--- src/rtl/filter_biquad_section.sv ---
// -----------------------------------------------------------------------------
// filter_biquad_section
//
// One second-order IIR section (Direct Form II) with an input gain stage.
// A single shared multiplier walks a fixed schedule of six multiply states;
// the result is staged one extra cycle, so valid_out is seen 7 cycles after
// the capture edge. The section accepts its next sample 8 cycles after the
// previous one was captured.
//
// Handshake: valid_in is a one-cycle strobe sampled only while the section is
// idle with no result waiting to be published. A strobe at any other time is
// dropped silently. valid_out is a one-cycle strobe. audio_out, sat_gain and
// sat_accum change only in the cycle valid_out rises, and hold until the next
// result. There is no back-pressure.
//
// Ports
//   clk, rst_n        : clock, synchronous active-low reset
//   audio_in          : signed input sample x (AUDIO_BDEPTH bits)
//   valid_in          : strobe, audio_in valid
//   k                 : signed input gain, Q2.(COEF_BDEPTH-2)
//   a1, a2            : signed feedback coefficients (pre-negated, added)
//   b0, b1, b2        : signed feedforward coefficients
//   audio_out         : signed filtered sample y
//   valid_out         : strobe, new audio_out / flags
//   sat_gain          : gain stage clipped for this output sample
//   sat_accum         : recursion state or output clipped for this sample
// -----------------------------------------------------------------------------
module filter_biquad_section #(
  parameter int AUDIO_BDEPTH = 8,
  parameter int COEF_BDEPTH  = 16,
  parameter int GUARD_BITS   = 8
) (
  input  logic                           clk,
  input  logic                           rst_n,
  input  logic signed [AUDIO_BDEPTH-1:0] audio_in,
  input  logic                           valid_in,
  input  logic signed [COEF_BDEPTH-1:0]  k,
  input  logic signed [COEF_BDEPTH-1:0]  a1,
  input  logic signed [COEF_BDEPTH-1:0]  a2,
  input  logic signed [COEF_BDEPTH-1:0]  b0,
  input  logic signed [COEF_BDEPTH-1:0]  b1,
  input  logic signed [COEF_BDEPTH-1:0]  b2,
  output logic signed [AUDIO_BDEPTH-1:0] audio_out,
  output logic                           valid_out,
  output logic                           sat_gain,
  output logic                           sat_accum
);

  localparam int A  = AUDIO_BDEPTH;
  localparam int C  = COEF_BDEPTH;
  localparam int F  = COEF_BDEPTH - 2;
  localparam int W  = AUDIO_BDEPTH + GUARD_BITS;
  localparam int PW = C + W;
  localparam int AW = C + W + 3;

  localparam logic signed [A-1:0] A_MAX = {1'b0, {(A-1){1'b1}}};
  localparam logic signed [A-1:0] A_MIN = {1'b1, {(A-1){1'b0}}};
  localparam logic signed [W-1:0] W_MAX = {1'b0, {(W-1){1'b1}}};
  localparam logic signed [W-1:0] W_MIN = {1'b1, {(W-1){1'b0}}};

  typedef enum logic [2:0] {IDLE, GAIN, FB1, FB2, FF0, FF1, FF2} state_t;

  state_t              state_q;
  logic signed [A-1:0] x_q;
  logic signed [C-1:0] k_q, a1_q, a2_q, b0_q, b1_q, b2_q;
  logic signed [W-1:0] w1_q, w2_q, w0_q;
  logic signed [A-1:0] g_q;
  logic                sat_g_q, sat_w_q;
  logic signed [AW-1:0] acc_q;
  // Finished result waiting one cycle before publication; also keeps the
  // section busy so the next capture lands no earlier than 8 cycles later.
  logic                pend_q;
  logic signed [A-1:0] res_y_q;
  logic                res_sg_q, res_sa_q;

  logic signed [C-1:0]  mul_c;
  logic signed [W-1:0]  mul_op;
  logic signed [PW-1:0] prod;
  logic signed [PW-1:0] gain_sh;
  logic signed [AW-1:0] acc_fb1, acc_sum, acc_sh;
  logic signed [A-1:0]  g_d, y_d;
  logic signed [W-1:0]  w0_d;
  logic                 g_clip, w0_clip, y_clip;

  // Operand selection for the shared multiplier, one product per state.
  always_comb begin
    mul_c  = '0;
    mul_op = '0;
    case (state_q)
      GAIN:    begin mul_c = k_q;  mul_op = W'(x_q); end
      FB1:     begin mul_c = a1_q; mul_op = w1_q;    end
      FB2:     begin mul_c = a2_q; mul_op = w2_q;    end
      FF0:     begin mul_c = b0_q; mul_op = w0_q;    end
      FF1:     begin mul_c = b1_q; mul_op = w1_q;    end
      FF2:     begin mul_c = b2_q; mul_op = w2_q;    end
      default: begin mul_c = '0;   mul_op = '0;      end
    endcase
  end

  always_comb begin
    prod    = PW'(mul_c) * PW'(mul_op);
    gain_sh = prod >>> F;
    acc_fb1 = (AW'(g_q) <<< F) + AW'(prod);
    acc_sum = acc_q + AW'(prod);
    acc_sh  = acc_sum >>> F;

    g_d    = gain_sh[A-1:0];
    g_clip = 1'b0;
    if (gain_sh > PW'(A_MAX)) begin
      g_d = A_MAX; g_clip = 1'b1;
    end else if (gain_sh < PW'(A_MIN)) begin
      g_d = A_MIN; g_clip = 1'b1;
    end

    // acc_sh feeds both the state clamp (FB2) and the output clamp (FF2).
    w0_d    = acc_sh[W-1:0];
    w0_clip = 1'b0;
    if (acc_sh > AW'(W_MAX)) begin
      w0_d = W_MAX; w0_clip = 1'b1;
    end else if (acc_sh < AW'(W_MIN)) begin
      w0_d = W_MIN; w0_clip = 1'b1;
    end

    y_d    = acc_sh[A-1:0];
    y_clip = 1'b0;
    if (acc_sh > AW'(A_MAX)) begin
      y_d = A_MAX; y_clip = 1'b1;
    end else if (acc_sh < AW'(A_MIN)) begin
      y_d = A_MIN; y_clip = 1'b1;
    end
  end

  always_ff @(posedge clk) begin
    if (!rst_n) begin
      state_q   <= IDLE;
      x_q       <= '0;
      k_q       <= '0; a1_q <= '0; a2_q <= '0;
      b0_q      <= '0; b1_q <= '0; b2_q <= '0;
      w0_q      <= '0; w1_q <= '0; w2_q <= '0;
      g_q       <= '0;
      sat_g_q   <= 1'b0;
      sat_w_q   <= 1'b0;
      acc_q     <= '0;
      pend_q    <= 1'b0;
      res_y_q   <= '0;
      res_sg_q  <= 1'b0;
      res_sa_q  <= 1'b0;
      audio_out <= '0;
      valid_out <= 1'b0;
      sat_gain  <= 1'b0;
      sat_accum <= 1'b0;
    end else begin
      valid_out <= 1'b0;
      if (pend_q) begin
        audio_out <= res_y_q;
        sat_gain  <= res_sg_q;
        sat_accum <= res_sa_q;
        valid_out <= 1'b1;
        pend_q    <= 1'b0;
      end

      case (state_q)
        IDLE: begin
          if (valid_in && !pend_q) begin
            x_q  <= audio_in;
            k_q  <= k;  a1_q <= a1; a2_q <= a2;
            b0_q <= b0; b1_q <= b1; b2_q <= b2;
            state_q <= GAIN;
          end
        end
        GAIN: begin
          g_q     <= g_d;
          sat_g_q <= g_clip;
          state_q <= FB1;
        end
        FB1: begin
          acc_q   <= acc_fb1;
          state_q <= FB2;
        end
        FB2: begin
          acc_q   <= acc_sum;
          w0_q    <= w0_d;
          sat_w_q <= w0_clip;
          state_q <= FF0;
        end
        FF0: begin
          acc_q   <= AW'(prod);
          state_q <= FF1;
        end
        FF1: begin
          acc_q   <= acc_sum;
          state_q <= FF2;
        end
        FF2: begin
          acc_q    <= acc_sum;
          res_y_q  <= y_d;
          res_sg_q <= sat_g_q;
          res_sa_q <= sat_w_q | y_clip;
          pend_q   <= 1'b1;
          w2_q     <= w1_q;
          w1_q     <= w0_q;
          state_q  <= IDLE;
        end
        default: state_q <= IDLE;
      endcase
    end
  end

endmodule

--- config.mk ---
export PLATFORM = sky130hd
export DESIGN_NAME = filter_biquad_section
export DESIGN_NICKNAME = d
export VERILOG_FILES = /design/src/rtl/filter_biquad_section.sv
export SDC_FILE = /design/constraint.sdc
export NUM_CORES = 1
export LEC_CHECK = 0
export ABC_AREA = 1
export BUFFER_PORTS_ARGS = -buffer_cell sky130_fd_sc_hd__buf_2
export CORE_ASPECT_RATIO = 1.1
export CORE_MARGIN = 2
export CORE_UTILIZATION = 65
export CTS_BUF_LIST = sky130_fd_sc_hd__clkbuf_16
export CTS_CLUSTER_DIAMETER = 100
export DETAILED_ROUTE_END_ITERATION = 8
export GPL_TIMING_DRIVEN = 1
export PLACE_DENSITY = 0.86
export SLEW_MARGIN = 10
export SYNTH_ARGS = -nofsm -noshare
export SYNTH_HDL_FRONTEND = slang
export SYNTH_SLANG_ARGS = --single-unit
--- constraint.sdc ---
create_clock -name clk -period 16.1 [get_ports clk]
set_input_delay 3.22 -clock clk [delete_from_list [all_inputs] [get_ports clk]]
set_output_delay 3.22 -clock clk [all_outputs]
set_load 0.03 [all_outputs]
==> summary.md <==
| Metric | Value |
|---|---|
| Worst hold path class | register to register |
| Slew of the pin with the lowest slew margin | 1.22 ns |
| Worst flop-to-flop path endpoint | res_y_q[6] |
| Leak pwr | 13.2 nW |
| Clk_lat worst skew | 0.56 ns |
| R2r worst-path depth | 43 |
| Cts repair resizes | 0 |
| Unrepaired setup endpoints after global routing | no |
| Critical path type | register to register |
| Rel. slew slack | 0.185 |
| Compound-Gate Fraction of Synth Area | 0.129 |
| Area of the die | 38000 um2 |
| Sw Ratio | 0.447 |
| NumNets Final | 3982 |
| Power per cell area | approximately 86 nW/um2 |
| Power share of the clock group | 0.240 |
| Die height | 204 um |
| Outcome | finished, final reports clean |
| Vias per std cell | 5.74 |
| Final period demand of the worst path | 11.43 ns |
| GR Overflow Total | 0 |
| Setup slack, reg-to-reg | 4.67 ns |
| Main combinational cell family by area after synthesis | adder cells |
| Final Hold Viols | 0 |
| Synthesis warning total | 0 |
| CTS tree | yes |
| 1st-pass router iterations | 7 |
| Post-layout worst setup margin | 4.67 ns |
| Post-synthesis register bit count | 222 |
| Num CTS Buffers | 24 |
| Clock transition at path regs | approximately 0.060 ns |
| Setup TNS | 0 ns |
| Starting DRC count in detailed routing | 2295 |
| Post-Synth Adder-Cell Area | 0.296 |
| RR Startpoint | state_q[1] |
| DR WL/cell | about 19 um |
| Syn_nets | 3913 |
| Slew Viols, Final | 0 |
| Last element of the critical path | res_y_q[6] |
| # IOs | ~120 |
| Worst Setup End Kind | register |
| Drt drc | 0 |
| Setup-failing EPs final | 0 |
| Vias | 22800 |
| Avg Cell Area, Syn | 6.95 um2 |
| GRT Overall Usage | 0.412 |
| Seq pwr share | 0.311 |
| WP data required | 16.52 ns |
| Yosys cell types | 52 |
| PortBufs | between 100 and 150 |
| Pre-CTS setup slack | approximately 5.0 ns |
| Layout cells sized above 1 | 0.0866 |
| Initial antenna violation count | 1 |
| Antenna Violating Nets Remaining | 0 |
| Worst Path Arrival | about 12 ns |
| Core ar. | 36000 um2 |
| # rows | 73 |
| Crit path largest cell delay | about 0.93 ns |
| Synth Area in XOR/XNOR | 0.0159 |
| Max Cap Viol | 0 |
| Vias in the first global route | 23100 |
| Maximum vdd drop | 72.8 uV |
| Final Skew | 0.0318 ns |
| GPL Wtd Cong | 1.08 |
| Synth Instances | 3405 |
| Pint | 0.00121 W |
| Clock sink total | ~220 |
| Die X-Extent | 186 um |
| Max clock buf depth | 3 |
| Largest net degree at the start of global routing | 110 |
| Hold buffers post-CTS | 0 |
| Dpl hpwl | about 61000 um |
| Max stage delay cell, worst path | fa_1 |
| Net Switching | 0.000979 W |
| Routed WL | 76400 um |
| Initial Util | 0.658 |
| Final Cycle Share | 0.710 |
| Max Freq | 87.5 MHz |
| Postcts setup bufs | 0 |
| Diodes inserted | 0 |
| Fill count | 2982 |
| Multiplexer share of the synthesized area | 0 |
| Simple-gate portion of the synthesized area | 0.235 |
| Crit path launch | state_q[1] |
| Syn Std Cell Area | approximately 24000 um2 |
| Largest fanout on the critical path | 29 |
| Final Non-Filler Cells | 3976 |
| Startpoint types | register |
| DP Cell Count | 3935 |
| Synth-to-Final Area Change | 7.42% |
| Combinational Power Share | 0.449 |
| Cell mode on critical path | nand2_1 |
| Seq/Total Area, Yosys | 0.188 |
| CTS Root Buffer Type | clkbuf_16 |
| First-pass GRT wire length | between 100000 and 150000 um |
| Htree depth | 1 |
==> final cells by class <==
class	count	area, um2	area share
Sequential cell	222	4440	0.175
Clock inverter	17	125	0.00492
Tap cell	487	609	0.0240
Multi-Input combinational cell	2328	16000	0.630
Clock buffer	24	601	0.0236
Timing Repair Buffer	149	828	0.0326
Inverter	749	2810	0.111
==> synthesized netlist by cell type (all sizes together) <==
cell type  count  area share
inv          738        0.12
nand2        724        0.12
nor2         426       0.069
fa           264        0.22
o21ai        240       0.051
a21oi        228       0.050
dfxtp        222        0.19
ha           137       0.072
nand3        106       0.024
clkbuf        84       0.013
nor3          40       0.012
o22ai         28      0.0074
buf           22      0.0056
xor2          22      0.0081
xnor2         21      0.0078
nand4         16      0.0042
o211ai        14      0.0046
clkinv        11      0.0017
a31oi         10      0.0026
o221ai        10      0.0037
nor4           7      0.0036
o21bai         6      0.0019
a41oi          5      0.0018
or2            5      0.0013
a21o           3     0.00095
and3           3     0.00079
o2111ai        3      0.0011
a221oi         2      0.0013
and2           2     0.00053
a2111oi        1     0.00037
a211o          1     0.00037
a211oi         1     0.00032
a21boi         1     0.00032
a22o           1     0.00037
o221a          1     0.00048
==> sequential cells by signal, indices dropped and copies added (netlist names) <==
register and count:
w0_q 16, pend_q 1, res_sg_q 1, sat_gain 1, w1_q 16, g_q 8, sat_w_q 1, res_sa_q 1
valid_out 1, b2_q 16, k_q 16, audio_out 8, w2_q 16, x_q 8, sat_g_q 1, res_y_q 8
a1_q 16, b1_q 16, b0_q 16, a2_q 16, sat_accum 1, acc_q 35, state_q 3
==> layer usage <==
layer | share of wire | up-vias | global-route usage | routed length, um
li1 | - | 10600 | - | -
met5 | 0.00017 | - | 0 | 13
met4 | 0.072 | 2 | 0.259 | 5490
met3 | 0.093 | 388 | 0.0871 | 7100
met2 | 0.48 | 1178 | 0.696 | 36500
met1 | 0.36 | 10700 | 0.475 | 27300
==> cell usage in the layout (no fill, tap or decap), types with 5 or more instances in the layout <==
cell       instances
inv_1            727
nand2_1          687
nor2_1           408
fa_1             264
o21ai_0          235
dfxtp_1          222
a21oi_1          216
ha_1             137
buf_2            116
nand3_1          100
nand2_2           34
buf_4             33
o22ai_1           28
nor3_1            24
clkbuf_16         24
xor2_1            22
xnor2_1           21
inv_2             17
nor2_2            17
nand4_1           16
nor3_2            15
clkinv_1          15
o211ai_1          13
a21oi_2           12
o221ai_1          10
a31oi_1           10
o21bai_1           6
nor4_2             5
o21ai_1            5
nand3_2            5
or2_2              5
a41oi_1            5
==> per-stage QoR <==
stage	utilization	area (um2)	total power [W]	hold slack, ns
floorplan	-	23700	0.00134	0.425
global placement	0.687	24700	0.00161	0.440
detailed placement	0.687	24700	0.00163	0.446
CTS	0.707	25400	0.00216	0.456
global route	0.707	25400	0.00230	0.472
finish	0.707	25400	0.00219	0.459
==> power groups by stage <==
| stage | sequential (W) | clock (W) | combinational, W |
|---|---|---|---|
| final | 0.000681 | 0.000525 | 0.000983 |
| after detailed placement | 0.000689 | 0 | 0.000943 |
| after CTS | 0.000679 | 0.000523 | 0.000954 |
| after global routing | 0.000688 | 0.000542 | 0.00107 |
| after floorplan | 0.000674 | 0 | 0.000666 |
| after global placement | 0.000685 | 0 | 0.000921 |
==> cells by family after synthesis <==
kind of cell | after synthesis
DFF | 222
and+or+nand+nor | 1329
buffers and inverters | 855
adders and majority gates | 401
xor gates and xnor gates | 43
AOI/OAI and AO/OA | 555
==> worst min path at each step <==
| stage | start | end | slack [ns] | depth (start not counted) |
|---|---|---|---|---|
| after floorplan | x_q[1] | x_q[1] | 0.42 | 2 |
| after global placement | k_q[14] | k_q[14] | 0.44 | 2 |
| after global routing | b0_q[13] | b0_q[13] | 0.47 | 2 |
| final | b0_q[12] | b0_q[12] | 0.46 | 2 |
| after CTS | b0_q[3] | b0_q[3] | 0.46 | 2 |
| after detailed placement | b0_q[3] | b0_q[3] | 0.45 | 2 |
==> critical path, delay by kind of cell (launching register included) <==
family          cells  cell delay (ns)
fa+ha+maj           8             4.53
buf+inv             8             1.36
simple gates       26             4.58
compound gates      1             0.49
flops               1             0.31
(Power assumes the default switching activity.)
